[src/rtl/lcplc_sched_pkg.sv]
// Shared definitions for the nth-band scheduler.
//   sched_state_t : band traversal states
//   clog2         : ceiling log2 used to size the band counter (minimum 1)
package lcplc_sched_pkg;

    typedef enum logic [1:0] {
        FIRST  = 2'd0,
        LOAD   = 2'd1,
        STREAM = 2'd2,
        DRAIN  = 2'd3
    } sched_state_t;

    function automatic int clog2(input int value);
        int result;
        int rem;
        result = 0;
        rem    = value - 1;
        while (rem > 0) begin
            result = result + 1;
            rem    = rem >> 1;
        end
        return (result == 0) ? 1 : result;
    endfunction

endpackage

[src/rtl/param_slot.sv]
// Single-entry parameter holding register with valid/ready on both sides.
//   clk, rst             : clock, asynchronous active-low reset
//   accept_en            : slot may take a new beat (scheduler is loading)
//   issue_en             : slot may present its beat downstream
//   in_valid/ready/data  : upstream parameter beat
//   out_valid/ready/data : downstream parameter beat
//   full_next            : slot occupancy after the current cycle's handshakes
module param_slot #(
    parameter int WIDTH = 16
) (
    input  logic             clk,
    input  logic             rst,
    input  logic             accept_en,
    input  logic             issue_en,
    input  logic             in_valid,
    output logic             in_ready,
    input  logic [WIDTH-1:0] in_data,
    output logic             out_valid,
    input  logic             out_ready,
    output logic [WIDTH-1:0] out_data,
    output logic             full_next
);

    logic             full_q;
    logic [WIDTH-1:0] data_q;
    logic             in_fire;
    logic             out_fire;

    assign in_ready  = accept_en & ~full_q;
    assign out_valid = issue_en & full_q;
    assign out_data  = data_q;
    assign in_fire   = in_valid & in_ready;
    assign out_fire  = out_valid & out_ready;

    // Lets the scheduler react in the same cycle a slot fills or drains.
    assign full_next = (full_q & ~out_fire) | in_fire;

    always_ff @(posedge clk or negedge rst) begin
        if (!rst) begin
            full_q <= 1'b0;
            data_q <= '0;
        end else if (in_fire) begin
            full_q <= 1'b1;
            data_q <= in_data;
        end else if (out_fire) begin
            full_q <= 1'b0;
        end
    end

endmodule

[src/rtl/nthband_scheduler.sv]
// Band traversal sequencer in front of the first-band / nth-band predictors.
// Band 0 samples go to fb_xhat; bands 1..NUM_BANDS-1 go to nb_xhat, each band
// preceded by collecting one alpha, xmean and xhatmean which are issued once.
//   clk, rst                      : clock, asynchronous active-low reset
//   xhat_*                        : block sample stream, band-major
//   alpha_*, xmean_*, xhatmean_*  : one parameter beat per nth band
//   fb_xhat_*                     : band-0 samples with last_s flag
//   nb_xhat_*                     : nth-band samples with last_s flag
//   nb_alpha_*, nb_xmean_*, nb_xhatmean_* : parameters issued to the predictor
//   band_index                    : current band
//   block_done                    : pulse after the last sample of the block
module nthband_scheduler
    import lcplc_sched_pkg::*;
#(
    parameter int DATA_WIDTH     = 16,
    parameter int ALPHA_WIDTH    = 10,
    parameter int BLOCK_SIZE_LOG = 8,
    parameter int NUM_BANDS      = 224
) (
    input  logic                   clk,
    input  logic                   rst,
    input  logic                   xhat_valid,
    output logic                   xhat_ready,
    input  logic [DATA_WIDTH-1:0]  xhat_data,
    input  logic                   alpha_valid,
    output logic                   alpha_ready,
    input  logic [ALPHA_WIDTH-1:0] alpha_data,
    input  logic                   xmean_valid,
    output logic                   xmean_ready,
    input  logic [DATA_WIDTH-1:0]  xmean_data,
    input  logic                   xhatmean_valid,
    output logic                   xhatmean_ready,
    input  logic [DATA_WIDTH-1:0]  xhatmean_data,
    output logic                   fb_xhat_valid,
    input  logic                   fb_xhat_ready,
    output logic [DATA_WIDTH-1:0]  fb_xhat_data,
    output logic                   fb_xhat_last_s,
    output logic                   nb_xhat_valid,
    input  logic                   nb_xhat_ready,
    output logic [DATA_WIDTH-1:0]  nb_xhat_data,
    output logic                   nb_xhat_last_s,
    output logic                   nb_alpha_valid,
    input  logic                   nb_alpha_ready,
    output logic [ALPHA_WIDTH-1:0] nb_alpha_data,
    output logic                   nb_xmean_valid,
    input  logic                   nb_xmean_ready,
    output logic [DATA_WIDTH-1:0]  nb_xmean_data,
    output logic                   nb_xhatmean_valid,
    input  logic                   nb_xhatmean_ready,
    output logic [DATA_WIDTH-1:0]  nb_xhatmean_data,
    output logic [7:0]             band_index,
    output logic                   block_done
);

    localparam int BAND_W = clog2(NUM_BANDS);
    localparam logic [BAND_W-1:0]         LAST_BAND = BAND_W'(NUM_BANDS - 1);
    localparam logic [BAND_W-1:0]         BAND_ONE  = BAND_W'(1);
    localparam logic [BLOCK_SIZE_LOG-1:0] CNT_ONE   = BLOCK_SIZE_LOG'(1);

    sched_state_t              state_q, state_d;
    logic [BLOCK_SIZE_LOG-1:0] cnt_q, cnt_d;
    logic [BAND_W-1:0]         band_q, band_d;
    logic                      done_q, done_d;
    logic                      active_q;
    logic                      advance;

    logic                      route_fb;
    logic                      route_nb;
    logic                      sample_last;
    logic                      xhat_fire;
    logic                      accept_en;
    logic                      issue_en;
    logic [2:0]                full_next;
    logic                      all_full_next;
    logic                      all_empty_next;

    // active_q holds the sample path closed while reset is asserted, so the
    // combinational forward cannot leak valid/ready/data during reset.
    always_ff @(posedge clk or negedge rst) begin
        if (!rst) begin
            active_q <= 1'b0;
        end else begin
            active_q <= 1'b1;
        end
    end

    assign route_fb    = active_q && (state_q == FIRST);
    assign route_nb    = active_q && (state_q == STREAM);
    assign sample_last = &cnt_q;
    assign accept_en   = (state_q == LOAD);
    assign issue_en    = (state_q == STREAM) || (state_q == DRAIN);

    always_comb begin
        xhat_ready     = 1'b0;
        fb_xhat_valid  = 1'b0;
        fb_xhat_data   = '0;
        fb_xhat_last_s = 1'b0;
        nb_xhat_valid  = 1'b0;
        nb_xhat_data   = '0;
        nb_xhat_last_s = 1'b0;
        if (route_fb) begin
            xhat_ready     = fb_xhat_ready;
            fb_xhat_valid  = xhat_valid;
            fb_xhat_data   = xhat_valid ? xhat_data : '0;
            fb_xhat_last_s = xhat_valid & sample_last;
        end else if (route_nb) begin
            xhat_ready     = nb_xhat_ready;
            nb_xhat_valid  = xhat_valid;
            nb_xhat_data   = xhat_valid ? xhat_data : '0;
            nb_xhat_last_s = xhat_valid & sample_last;
        end
    end

    assign xhat_fire = xhat_valid & xhat_ready;

    param_slot #(.WIDTH(ALPHA_WIDTH)) u_alpha_slot (
        .clk       (clk),
        .rst       (rst),
        .accept_en (accept_en),
        .issue_en  (issue_en),
        .in_valid  (alpha_valid),
        .in_ready  (alpha_ready),
        .in_data   (alpha_data),
        .out_valid (nb_alpha_valid),
        .out_ready (nb_alpha_ready),
        .out_data  (nb_alpha_data),
        .full_next (full_next[0])
    );

    param_slot #(.WIDTH(DATA_WIDTH)) u_xmean_slot (
        .clk       (clk),
        .rst       (rst),
        .accept_en (accept_en),
        .issue_en  (issue_en),
        .in_valid  (xmean_valid),
        .in_ready  (xmean_ready),
        .in_data   (xmean_data),
        .out_valid (nb_xmean_valid),
        .out_ready (nb_xmean_ready),
        .out_data  (nb_xmean_data),
        .full_next (full_next[1])
    );

    param_slot #(.WIDTH(DATA_WIDTH)) u_xhatmean_slot (
        .clk       (clk),
        .rst       (rst),
        .accept_en (accept_en),
        .issue_en  (issue_en),
        .in_valid  (xhatmean_valid),
        .in_ready  (xhatmean_ready),
        .in_data   (xhatmean_data),
        .out_valid (nb_xhatmean_valid),
        .out_ready (nb_xhatmean_ready),
        .out_data  (nb_xhatmean_data),
        .full_next (full_next[2])
    );

    // Looking at post-handshake occupancy lets LOAD leave in the cycle the
    // last parameter lands, and lets STREAM skip DRAIN when the final
    // parameter is accepted together with the final sample.
    assign all_full_next  = &full_next;
    assign all_empty_next = ~|full_next;

    always_comb begin
        state_d = state_q;
        cnt_d   = cnt_q;
        band_d  = band_q;
        done_d  = 1'b0;
        advance = 1'b0;
        case (state_q)
            FIRST: begin
                if (xhat_fire) begin
                    cnt_d = cnt_q + CNT_ONE;
                    if (sample_last) begin
                        band_d  = BAND_ONE;
                        state_d = LOAD;
                    end
                end
            end
            LOAD: begin
                if (all_full_next) begin
                    state_d = STREAM;
                end
            end
            STREAM: begin
                if (xhat_fire) begin
                    cnt_d = cnt_q + CNT_ONE;
                    if (sample_last) begin
                        if (all_empty_next) begin
                            advance = 1'b1;
                        end else begin
                            state_d = DRAIN;
                        end
                    end
                end
            end
            DRAIN: begin
                if (all_empty_next) begin
                    advance = 1'b1;
                end
            end
            default: begin
                state_d = FIRST;
            end
        endcase

        if (advance) begin
            if (band_q == LAST_BAND) begin
                band_d  = '0;
                done_d  = 1'b1;
                state_d = FIRST;
            end else begin
                band_d  = band_q + BAND_ONE;
                state_d = LOAD;
            end
        end
    end

    always_ff @(posedge clk or negedge rst) begin
        if (!rst) begin
            state_q <= FIRST;
            cnt_q   <= '0;
            band_q  <= '0;
            done_q  <= 1'b0;
        end else begin
            state_q <= state_d;
            cnt_q   <= cnt_d;
            band_q  <= band_d;
            done_q  <= done_d;
        end
    end

    assign band_index = 8'(band_q);
    assign block_done = done_q;

endmodule
[config.mk]
export PLATFORM = sky130hd
export DESIGN_NAME = nthband_scheduler
export DESIGN_NICKNAME = d
export VERILOG_FILES = /design/src/rtl/lcplc_sched_pkg.sv /design/src/rtl/param_slot.sv /design/src/rtl/nthband_scheduler.sv
export SDC_FILE = /design/constraint.sdc
export NUM_CORES = 1
export LEC_CHECK = 0
export ABC_AREA = 1
export BUFFER_PORTS_ARGS = -buffer_cell sky130_fd_sc_hd__buf_2
export CAP_MARGIN = 20
export CORE_ASPECT_RATIO = 1.1
export CORE_MARGIN = 8
export CORE_UTILIZATION = 42
export CTS_CLUSTER_DIAMETER = 30
export DETAILED_ROUTE_END_ITERATION = 8
export GPL_TIMING_DRIVEN = 0
export PLACE_DENSITY = 0.85
export SYNTH_ARGS = -nofsm -noshare
export SYNTH_HDL_FRONTEND = slang
export SYNTH_SLANG_ARGS = --single-unit
export TNS_END_PERCENT = 20
[constraint.sdc]
create_clock -name clk -period 1.8 [get_ports clk]
set_input_delay 0.18 -clock clk [delete_from_list [all_inputs] [get_ports clk]]
set_output_delay 0.18 -clock clk [all_outputs]
set_load 0.1 [all_outputs]
; ---- Word level (Yosys, flattened, before mapping)
; Index checks and enable logic that the tools add are counted.
[totals]
regBits = 65
input_bits = 69
out_inout_bits = 94
elab_cells = 105
[classes]
addsub = 2
eq_ne = 10
muxes = 38
bitwise = 26
reduce_logical = 18
[op_table]
columns = op, count
row1 = two-way mux 16 bit, 4
row2 = two-way mux 8 bit, 5
row3 = two-way mux 1 bit, 20
row4 = bitwise AND 1 bit, 17
row5 = adder 8 x 1 -> 8 bit (second input constant), 2
row6 = inequality test 3 bit (second input constant), 5
row7 = two-way mux 2 bit, 7
row8 = nonzero test 2 bit, 6
row9 = == test 8 bit (second input constant), 1
row10 = AND reduction 8 bit, 1
row11 = AND reduction 7 bit, 1
row12 = NOT 1 bit, 6
row13 = one-hot mux 2 bit (3 select lines), 1
row14 = AND reduction 3 bit, 2
row15 = == test 2 bit (second input constant), 2
row16 = nonzero test 4 bit, 1
row17 = inequality test 3 x 2 -> 1 bit (second input constant), 1
row18 = OR 1 bit, 3
row19 = OR reduction 3 bit, 1
row20 = == test 2 x 1 -> 1 bit (second input constant), 1
row21 = logical AND 1 bit, 2
row22 = logical NOT 2 bit, 1
row23 = one-hot mux 1 bit (2 select lines), 1
row24 = AND reduction 2 bit, 1
row25 = other kinds (2), 2

; ---- Longest topological paths before layout
; Gate-level depths: netlist (run 1).
[logic_depth]
depth_word = 14
depth_mapped = 16
ltp_nobuf = 14

; ---- Cells and area by module
; From an unflattened synthesis (run 1), not the netlist that was laid out.
[unflattened]
hier_cells = 441
hier_area_um2 = 3599.7
[by_module_without_submodules]
columns = mod, instances, cells_per_inst, area_per_inst_um2, seq_area_each_um2
row1 = param_slot at u_xhatmean_slot ..., 2, 81, 807.0, 425.4
row2 = nthband_scheduler, 1, 224, 1478.9, 500.5
row3 = param_slot at u_alpha_slot, 1, 55, 506.7, 275.3

; ---- Worst setup path before layout (run 1)
; No wires, ideal clock.
[synth_timing]
kind = reg-to-output
from = reg state_q[0]
to = out nb_xhat_data[10]
t_arrival_ns = 2.560
t_required_ns = 1.620
slack_ns = -0.940
stages_incl_launch_ff = 7
path_buffers = 2
cell_sequence = dfrtp_1 inv_1 ha_1 buf_6 nand4_1 clkbuf_1 nor2_1
[synth_between]
elab_chain_len = 4
elab_cells_between_ends = 6
classes_between = eq/ne (1) / mux (2) / reduce/logical (3)
[synth_rtl]
columns = element, line_no
row1 = from (decl), nthband_scheduler.sv:60  ; sched_state_t state_q, state_d;
row2 = from (signal assigned), nthband_scheduler.sv:226  ; state_q <= state_d;
row3 = == test 2 bit, nthband_scheduler.sv:88  ; assign route_nb = active_q && (state_q == STREAM);
row4 = logical AND 1 bit, nthband_scheduler.sv:88
row5 = two-way mux 16 bit, nthband_scheduler.sv:106  ; end else if (route_nb) begin
row6 = two-way mux 16 bit (*), nthband_scheduler.sv:101  ; if (route_fb) begin
row7 = to (decl), nthband_scheduler.sv:40  ; output logic [DATA_WIDTH-1:0] nb_xhat_data,
; Every way passes the cells marked *; elsewhere a longest branch is shown, timed or not.

; ---- Worst setup path in the final report (run 1)
[layout_timing]
from = reg state_q[1]
to = out nb_xhat_data[15]
; The elaborated chain is that of the path after synthesis.

==> results of run 1 <==
## cells by family (layout without fill, tap and decap cells)
kind of cell    Yosys count  after routing  synth area share
fa+ha+maj                 7              7            0.0264
simple gates            232            234             0.317
flops                    65             65             0.491
xor+xnor                  9              9            0.0238
buf+inv                  55            254            0.0672
mux                      17             17            0.0577
compound gates            7              7            0.0162
other cells               1              1           0.00113
## layer usage
metal | up-vias | GRT usage | share of wire
li1 | 1601 | - | -
met1 | 1613 | 0.217 | 0.35
met2 | 147 | 0.375 | 0.52
met3 | 16 | 0.0996 | 0.11
met4 | 0 | 0.0746 | 0.013
met5 | - | 0 | 0
## Yosys cell counts, types with 2 or more instances
| cell type | count | share of area |
|---|---|---|
| nand2_1 | 119 | 0.13 |
| dfrtp_1 | 65 | 0.49 |
| nor2_1 | 53 | 0.060 |
| inv_1 | 40 | 0.045 |
| nand3_1 | 23 | 0.035 |
| mux2_2 | 17 | 0.058 |
| nand2_2 | 16 | 0.030 |
| ha_1 | 7 | 0.026 |
| clkbuf_1 | 6 | 0.0068 |
| inv_2 | 6 | 0.0068 |
| xor2_1 | 5 | 0.013 |
| nand4_1 | 4 | 0.0075 |
| nor2_4 | 4 | 0.014 |
| xnor2_1 | 4 | 0.011 |
| nor3_1 | 3 | 0.0045 |
| buf_6 | 2 | 0.0068 |
| nand2_4 | 2 | 0.0068 |
| nand3_2 | 2 | 0.0060 |
| nor2_2 | 2 | 0.0038 |
| o21ai_1 | 2 | 0.0030 |
## worst min-delay path, delay by kind of cell
kind,cells,cell delay (ns)
buffers and inverters,1,0.07
and+or+nand+nor,2,0.09
## worst paths after layout
kind / startpoint / end / slack (ns) / depth (start not counted)
setup / recovery: state_q[1] / nb_xhat_data[15] / -0.25 / 7
hold / removal: xmean_data[10] / u_xmean_slot.out_data[10] / 0.04 / 3
setup reg to reg: state_q[1] / band_index[4] / -0.22 / 13
hold reg to reg: u_alpha_slot.out_data[0] / u_alpha_slot.out_data[0] / 0.47 / 2
max in group asynchronous: rst / u_alpha_slot.out_data[3] / 0.72 / 3
min in group asynchronous: rst / u_xhatmean_slot.out_data[11] / 0.44 / 2
## layout make-up
| type | count | area (sq um) | share of cell area |
|---|---|---|---|
| clock inverter | 2 | 60.1 | 0.0105 |
| timing repair buffer | 184 | 1630 | 0.283 |
| sequential | 65 | 1630 | 0.284 |
| clock buffer | 14 | 173 | 0.0300 |
| buffer | 8 | 77.6 | 0.0135 |
| multi-input combinational | 275 | 1860 | 0.323 |
| inverter | 46 | 188 | 0.0327 |
| tap | 108 | 135 | 0.0235 |
## state kept, by name, indices dropped and copies added (netlist names), 2 cells and up
signal,count
band_index,8
u_xhatmean_slot.out_data,16
u_xmean_slot.out_data,16
u_alpha_slot.out_data,10
cnt_q,8
state_q,2
## repair_timing
| action | in CTS | in global routing |
|---|---|---|
| endpoints found under the setup margin | 77 | 87 |
| resized for setup | 195 | 23 |
| cloned | 3 | 1 |
| endpoints found under the hold margin | 31 | 0 |
| pin swaps | 9 | 6 |
| buffers inserted | 10 | 8 |
| hold buffers | 1 | 0 |
## through the flow
step | utilization | setup slack [ns] | setup TNS [ns] | hold slack [ns] | instances
3_3_place_gp | 0.576 | -0.646 | -14.94 | 0.382 | 663
6_report | 0.738 | -0.247 | -9.08 | 0.0404 | 702
4_1_cts | 0.719 | -0.238 | -8.04 | 0.0215 | 694
3_5_place_dp | 0.579 | -0.702 | -18.16 | 0.288 | 664
5_1_grt | 0.738 | -0.342 | -14.07 | 0.0289 | 702
2_1_floorplan | - | -0.480 | -16.52 | -0.116 | 393
## cell usage in the layout, fill, tap and decap left out, types with 13 or more instances in the layout
cell,n
nor2_4,35
nor2_1,13
clkbuf_8,14
buf_12,40
nand2_1,112
dfrtp_1,62
buf_4,18
buf_2,119
nand3_1,21
mux2_2,17
nand2_2,22
inv_1,34
==> results.toml, run 1 <==
[detailed_routing]
wl_um = 11700
drtIter0Drc = 172
dr.pass1.iters = 5
drc = 0
vias = 3377
ant_nets = 0
viasPerCell = 4.81
wl_per_cell_um = 16.7

[cells_and_area]
n_fill_cell = 510
drive_above_1_share = 0.542
antenna_cells_inserted = 0
fin_area_sq_um = 5750
final_net_count = 665
area_delta_synth_final_pct = 73.3

[synthesis]
synth_area_per_cell_sq_um = 8.44
synth_ff_type = "dfrtp_1"
syn-num-nets = 469
syn-instance-count = 393
synthArstFlopShare = 1.00
ys_seq_elements = 65
synth_cell_type_count = 31
synth_area_sq_um = 3320
ys_warn_count = 0
seq_area_frac_synth = 0.491
synth-edff-count = 0

[clock_network]
cts_tree = "built"
clock-sinks = 65
cts_root_buffer = "clkbuf_8"
clk_pin_slew_ns = 0.07
clk_latency_ns = 0.34
htree_levels = 3
cts_buffers = 9
cts.path.max_buffers = 2

[timing]
fmax_mhz = 489
post-route-period-util = 1.14
fin_ws_ns = -0.247
worst_slew_pin_slew_ns = 0.753
clock_skew_ns = 0.0110
finalSetupViolCount = 51
finalHoldViolCount = 0
relSlewSlack = 0.498
slew_viol_final = 0
rsz0062_at_grt = "true"
period_minus_slack_ns = 2.05

[min_path]
hp-class = "input port to flip-flop"

[global_routing]
grt_use_total = 0.213
overflow = 0
grt_pass1_wl_um = 18200
grt_pass1_vias = 3607
grt_max_degree = 35
antenna_found_initial = 0

[setup_path]
critPathCaptureType = "output pin"
worstPathArrival_ns = 1.87
path_max_fanout = 8
slowest_stage = "dfrtp_2"
critPathTopFamily = "buffers and inverters"
startpoint_type = "flip-flop"
path_cells = "inv_4 -> ha_4 -> inv_2 -> nand4_1 -> buf_6 -> nor2_4 -> buf_12"
critPathKind = "flip-flop to output pin"
critPathMaxStageDelay_ns = 0.45
crit_buf_inv = 4
worst_ep_required_time_ns = 1.62

[die]
dieWidth_um = 101
placementRows = 34
initial_core_util = 0.426
die-area_sq_um = 11000
core_region_area_sq_um = 7780
io_pins = 163
die_y_um = 109

[status]
violations = "negative setup slack"
status = "complete, but fails checks"

[place]
place_hpwl_um = 7700
gp_congestion = 0.810
port_buffers = 162
place_area_sq_um = 4510

[job]
max_cap_violations = 0
Power of run 1 is not shown: default switching activity piles up to over one toggle a cycle in this logic, so the estimate is an artifact.
==> run 2, diff against run 1 <==
--- a/config.mk
+++ b/config.mk
@@ -14,7 +14,8 @@
 export CTS_CLUSTER_DIAMETER = 30
 export DETAILED_ROUTE_END_ITERATION = 8
 export GPL_TIMING_DRIVEN = 0
-export PLACE_DENSITY = 0.85
+export HOLD_SLACK_MARGIN = 0.08
+export PLACE_DENSITY_LB_ADDON = 0.12
 export SYNTH_ARGS = -nofsm -noshare
 export SYNTH_HDL_FRONTEND = slang
 export SYNTH_SLANG_ARGS = --single-unit
==> run 2 against run 1 <==
The run still ends with negative setup slack left. Via count up 1.1%. Hold slack better by 0.11 ns. Clock-buffer cell count down 5. Sequential share of layout area down 1.7 points. Wire length down 3.6%. Maximum frequency down 0.76%. Cell count up 5.7%. Critical path depth unchanged. Global-route usage down 0.96 points. Non-clock buffer count up 43. Die area unchanged. Register-to-register slack better by 0.04 ns. Critical path type unchanged. Largest cell class is now buffers.
==> results.toml, run 2 (same netlist as run 1, synthesis figures left out) <==
[status]
status = "complete, but fails checks"
violations = "negative setup slack"

[die]
die_y_um = 109
initial_core_util = 0.426
io_pins = 163
die-area_sq_um = 11000
placementRows = 34
dieWidth_um = 101
core_region_area_sq_um = 7780

[timing]
fmax_mhz = 485
clock_skew_ns = 0.0108
fin_ws_ns = -0.262
worst_slew_pin_slew_ns = 0.842
finalSetupViolCount = 51
rsz0062_at_grt = "true"
relSlewSlack = 0.439
slew_viol_final = 0
post-route-period-util = 1.15
finalHoldViolCount = 0
final.setup.tns_ns = -8.65
period_minus_slack_ns = 2.06

[setup_path]
path_max_fanout = 8
critPathCaptureType = "output pin"
critPathKind = "flip-flop to output pin"
worstPathArrival_ns = 1.88
slowest_stage = "dfrtp_2"
path_cells = "inv_4 -> ha_4 -> buf_6 -> nand4_1 -> buf_4 -> nor2_2 -> buf_12"
critPathTopFamily = "buffers and inverters"
startpoint_type = "flip-flop"
worst_ep_required_time_ns = 1.62
crit_buf_inv = 4
critPathMaxStageDelay_ns = 0.45

[global_routing]
grt_use_total = 0.204
met3_usage = 0.0760
grtUsageMet2 = 0.361
grt_pass1_wl_um = 17900
grt_max_degree = 66
grt_busiest_layer = "met2"
met1_usage = 0.226
antenna_found_initial = 0
grt_pass1_vias = 3651
overflow = 0

[detailed_routing]
wl_per_cell_um = 15.2
viasPerCell = 4.60
wl_um = 11300
drtIter0Drc = 155
vias = 3413
ant_nets = 0
dr.pass1.iters = 4
drc = 0

[place]
place_hpwl_um = 6850
port_buffers = 162
place_ws_ns = -0.705
gp_congestion = 0.771
place_area_sq_um = 4490

[pwr]
peakVddDrop_uv = 1960
p_leak_nw = 3.06
power_density_nw_per_um2 = 2010
p_total_w = 0.0123

[min_path]
hp-class = "input port to flip-flop"

[cells_and_area]
final_cell_mix = "buf_2 (118), nand2_1 (106), dfrtp_1 (62)"
antenna_cells_inserted = 0
final_net_count = 706
area_delta_synth_final_pct = 84.0
final_common_cell = "buf_2"
fin_area_sq_um = 6100
drive_above_1_share = 0.519

[clock_network]
cts_tree = "built"
cts_root_buffer = "clkbuf_8"
clk_latency_ns = 0.35
clk_pin_slew_ns = 0.08
clock-sinks = 65
htree_levels = 3
cts_buffers = 9
cts.path.max_buffers = 2

[job]
max_cap_violations = 0
==> run 2: cell count changes in the layout (fill, tap and decap cells not counted), moves of 6 or more <==
cell	change
nand2_1	-6
nor2_4	-8
buf_8	+12
buf_12	-9
dlygate4sd3_1	+42
nor2_2	+9
==> run 2: routing by layer <==
metal / vias to the layer above / part of all wire
li1: 1672 / -
met5: - / 0
met3: 8 / 0.080
met4: 0 / 0.0066
met2: 114 / 0.52
met1: 1619 / 0.39
==> run 2: report_power, final <==
part | switching, W | leakage (nW) | internal, W
logic | 0.00638 | 2.15 | 0.00202
clock network | 0.000605 | 0.102 | 0.000779
registers | 0.000414 | 0.809 | 0.00207
total | 0.00740 | 3.06 | 0.00487
==> run 2: per-stage QoR <==
| stage | std cells | util | hold slack [ns] |
|---|---|---|---|
| 2_1_floorplan | 393 | - | -0.116 |
| 3_3_place_gp | 663 | 0.576 | 0.379 |
| 3_5_place_dp | 663 | 0.577 | 0.337 |
| 4_1_cts | 731 | 0.750 | 0.134 |
| 5_1_grt | 742 | 0.784 | 0.158 |
| 6_report | 742 | 0.784 | 0.152 |
==> run 2: tightest hold or removal path, stage by stage <==
cell and delay [ns]:
buf_2 0.08, o21ai_2 0.06, nand2_2 0.07, nand2_4 0.06
==> run 2: final cells by class <==
type / count / area (sq um)
sequential: 65 / 1630
inverter: 46 / 188
clock inverter: 6 / 92.6
clock buffer: 9 / 124
fill: 517 / 1680
multi-input combinational: 273 / 1850
tap: 108 / 135
timing repair buffer: 226 / 1990
buffer: 9 / 92.6
==> run 2: path summary, 6_finish.rpt <==
check,depth (start not counted),to,startpoint,slack [ns]
max in group asynchronous,2,band_index[0],rst,0.69
max reg2reg,16,band_index[0],state_q[0],-0.18
min in group asynchronous,2,u_xmean_slot.out_data[9],rst,0.50
min reg2reg,1,cnt_q[7],cnt_q[7],0.47
max,7,nb_xhat_last_s,state_q[0],-0.26
min,4,u_alpha_slot.full_q,nb_alpha_ready,0.15
==> run 2: repair_timing <==
item                       in CTS  in global routing
gates resized for setup       171                 42
setup buffers                   9                 11
gates cloned                    1                  0
setup endpoints to repair      77                 87
hold endpoints to repair      107                  0
pin swaps                       5                 10
hold buffers                   43                  0
Power figures use the tool's default switching activity.
==> run 3, diff against run 2 <==
--- a/config.mk
+++ b/config.mk
@@ -9,8 +9,8 @@
 export BUFFER_PORTS_ARGS = -buffer_cell sky130_fd_sc_hd__buf_2
 export CAP_MARGIN = 20
 export CORE_ASPECT_RATIO = 1.1
-export CORE_MARGIN = 8
-export CORE_UTILIZATION = 42
+export CORE_MARGIN = 2
+export CORE_UTILIZATION = 46
 export CTS_CLUSTER_DIAMETER = 30
 export DETAILED_ROUTE_END_ITERATION = 8
 export GPL_TIMING_DRIVEN = 0
==> constraint.sdc (replaced) <==
create_clock -name clk -period 2.25 [get_ports clk]
set_input_delay 0.225 -clock clk [delete_from_list [all_inputs] [get_ports clk]]
set_output_delay 0.225 -clock clk [all_outputs]
set_load 0.1 [all_outputs]
==> run 3 against run 2 <==
The run now ends clean. Critical path depth up 1. Clock-buffer cell count is 1 higher. Setup slack gained 0.36 ns. Cell area is 18% lower. Non-clock buffer count down 43. Cell count decreased by 8.8%. Global-route usage is 1.1 points higher. Clock skew barely moved. Hold slack got worse by 0.062 ns. Critical path type unchanged. Critical endpoint is now fb_xhat_data[14]. Highest routed layer unchanged.
==> results.toml, run 3 (same netlist as run 1, synthesis figures left out) <==
[setup_path]
startpoint_type = "flip-flop"
worst_ep_required_time_ns = 2.03
r2r-start = "state_q[0]"
r2r.worst_path.cells = 16
path_max_fanout = 10
critPathCaptureType = "output pin"
critPathKind = "flip-flop to output pin"
reg2reg_to = "band_index[3]"
r2r_setup_slack_ns = 0.19
worstPathArrival_ns = 1.93

[global_routing]
grt_pass1_vias = 3053
grt_pass1_wl_um = 13600
overflow = 0
antenna_found_initial = 0
grt_use_total = 0.215
grt_max_degree = 66

[die]
die_y_um = 93.0
core_region_area_sq_um = 7010
dieWidth_um = 85.0
initial_core_util = 0.473
placementRows = 32
io_pins = 163
die-area_sq_um = 7900

[min_path]
worstHoldStart = "xmean_data[2]"
hp-class = "input port to flip-flop"
min_to = "u_xmean_slot.out_data[2]"
hold-path-cell-count = 3

[detailed_routing]
drc = 0
vias = 3182
viasPerCell = 4.70
drtIter0Drc = 122
ant_nets = 0
dr.pass1.iters = 4
wl_um = 8360
wl_per_cell_um = 12.4

[timing]
hold-worst-slack_ns = 0.0899
post-route-period-util = 0.957
finalHoldViolCount = 0
relSlewSlack = 0.461
period_minus_slack_ns = 2.15
finalSetupViolCount = 0
fmax_mhz = 464
fin_ws_ns = 0.0965
slew_viol_final = 0
worst_slew_pin_slew_ns = 0.809
clock_skew_ns = 0.0111

[cells_and_area]
utilization = 0.714
antenna_cells_inserted = 0
final_cell_mix = "buf_2 (127), nand2_1 (118), dfrtp_1 (63)"
final_net_count = 663
area_delta_synth_final_pct = 50.8
drive_above_1_share = 0.441
final_common_cell = "buf_2"

[clock_network]
htree_levels = 3
clk_pin_slew_ns = 0.08
cts_buffers = 9
cts_tree = "built"
clk_latency_ns = 0.34
clock-sinks = 65
cts_root_buffer = "clkbuf_8"
cts.path.max_buffers = 2

[job]
max_cap_violations = 0

[status]
status = "complete, no violations"

[place]
place_hpwl_um = 5880
gp_congestion = 0.809
place_ws_ns = -0.270
port_buffers = 162
run 3: changes by cell type in the layout (fill, tap and decap cells not counted), sizes merged:
cell | before | now
buf | 185 | 161
clkbuf | 16 | 21
clkinv | 1 | 2
clkinvlp | 4 | 2
dlygate4sd3 | 43 | 20
inv | 45 | 46
run 3: per-layer routing:
| layer | GRT usage | vias up | part of all wire |
|---|---|---|---|
| li1 | - | 1587 | - |
| met1 | 0.253 | 1452 | 0.41 |
| met2 | 0.367 | 129 | 0.49 |
| met3 | 0.0653 | 14 | 0.080 |
| met4 | 0.0860 | 0 | 0.019 |
| met5 | 0 | - | 0 |
run 3: worst max path at each step:
| stage | slack, ns | cells after the start | endpoint | from |
|---|---|---|---|---|
| 2_1_floorplan | -0.34 | 5 | nb_xhat_last_s | state_q[0] |
| 3_3_place_gp | -0.24 | 7 | nb_xhat_valid | state_q[0] |
| 3_5_place_dp | -0.27 | 7 | nb_xhat_valid | state_q[0] |
| 4_1_cts | 0.01 | 6 | nb_xhat_last_s | state_q[0] |
| 5_1_grt | -0.002 | 7 | fb_xhat_data[0] | state_q[1] |
| 6_report | 0.1 | 8 | fb_xhat_data[14] | state_q[1] |
run 3: final cells by class:
type / count / area (sq um)
Buffer: 9 / 71.3
Timing Repair Buffer: 183 / 1240
Clock buffer: 10 / 128
Clock inverter: 6 / 92.6
Tap cell: 85 / 106
Fill cell: 531 / 2010
Inverter: 46 / 173
Sequential cell: 65 / 1630
Multi-Input combinational cell: 273 / 1560
run 3: timing repair:
action	4_1_cts	5_1_grt
pin swaps	1	0
gates resized for setup	49	36
hold buffers	20	0
endpoints found under the hold margin	84	0
buffers inserted	1	0
setup endpoints to repair	36	46
run 3: worst max-delay path, stage by stage (launching register included):
cell and delay (ns):
dfrtp_2 0.44, inv_2 0.11, ha_2 0.22, nand2_1 0.10, inv_2 0.10, nand2_4 0.09, buf_8 0.16, nor2_2 0.12
buf_6 0.24
run 3: stage by stage:
stage / area (sq um) / TNS [ns] / instances
floorplan: 3390 / -8.06 / 393
global placement: 4310 / -2.48 / 640
detailed placement: 4310 / -3.35 / 640
CTS: 4880 / 0 / 677
global route: 5000 / -0.00197 / 677
finish: 5000 / 0 / 677
Power of run 3 is left out for the same reason.
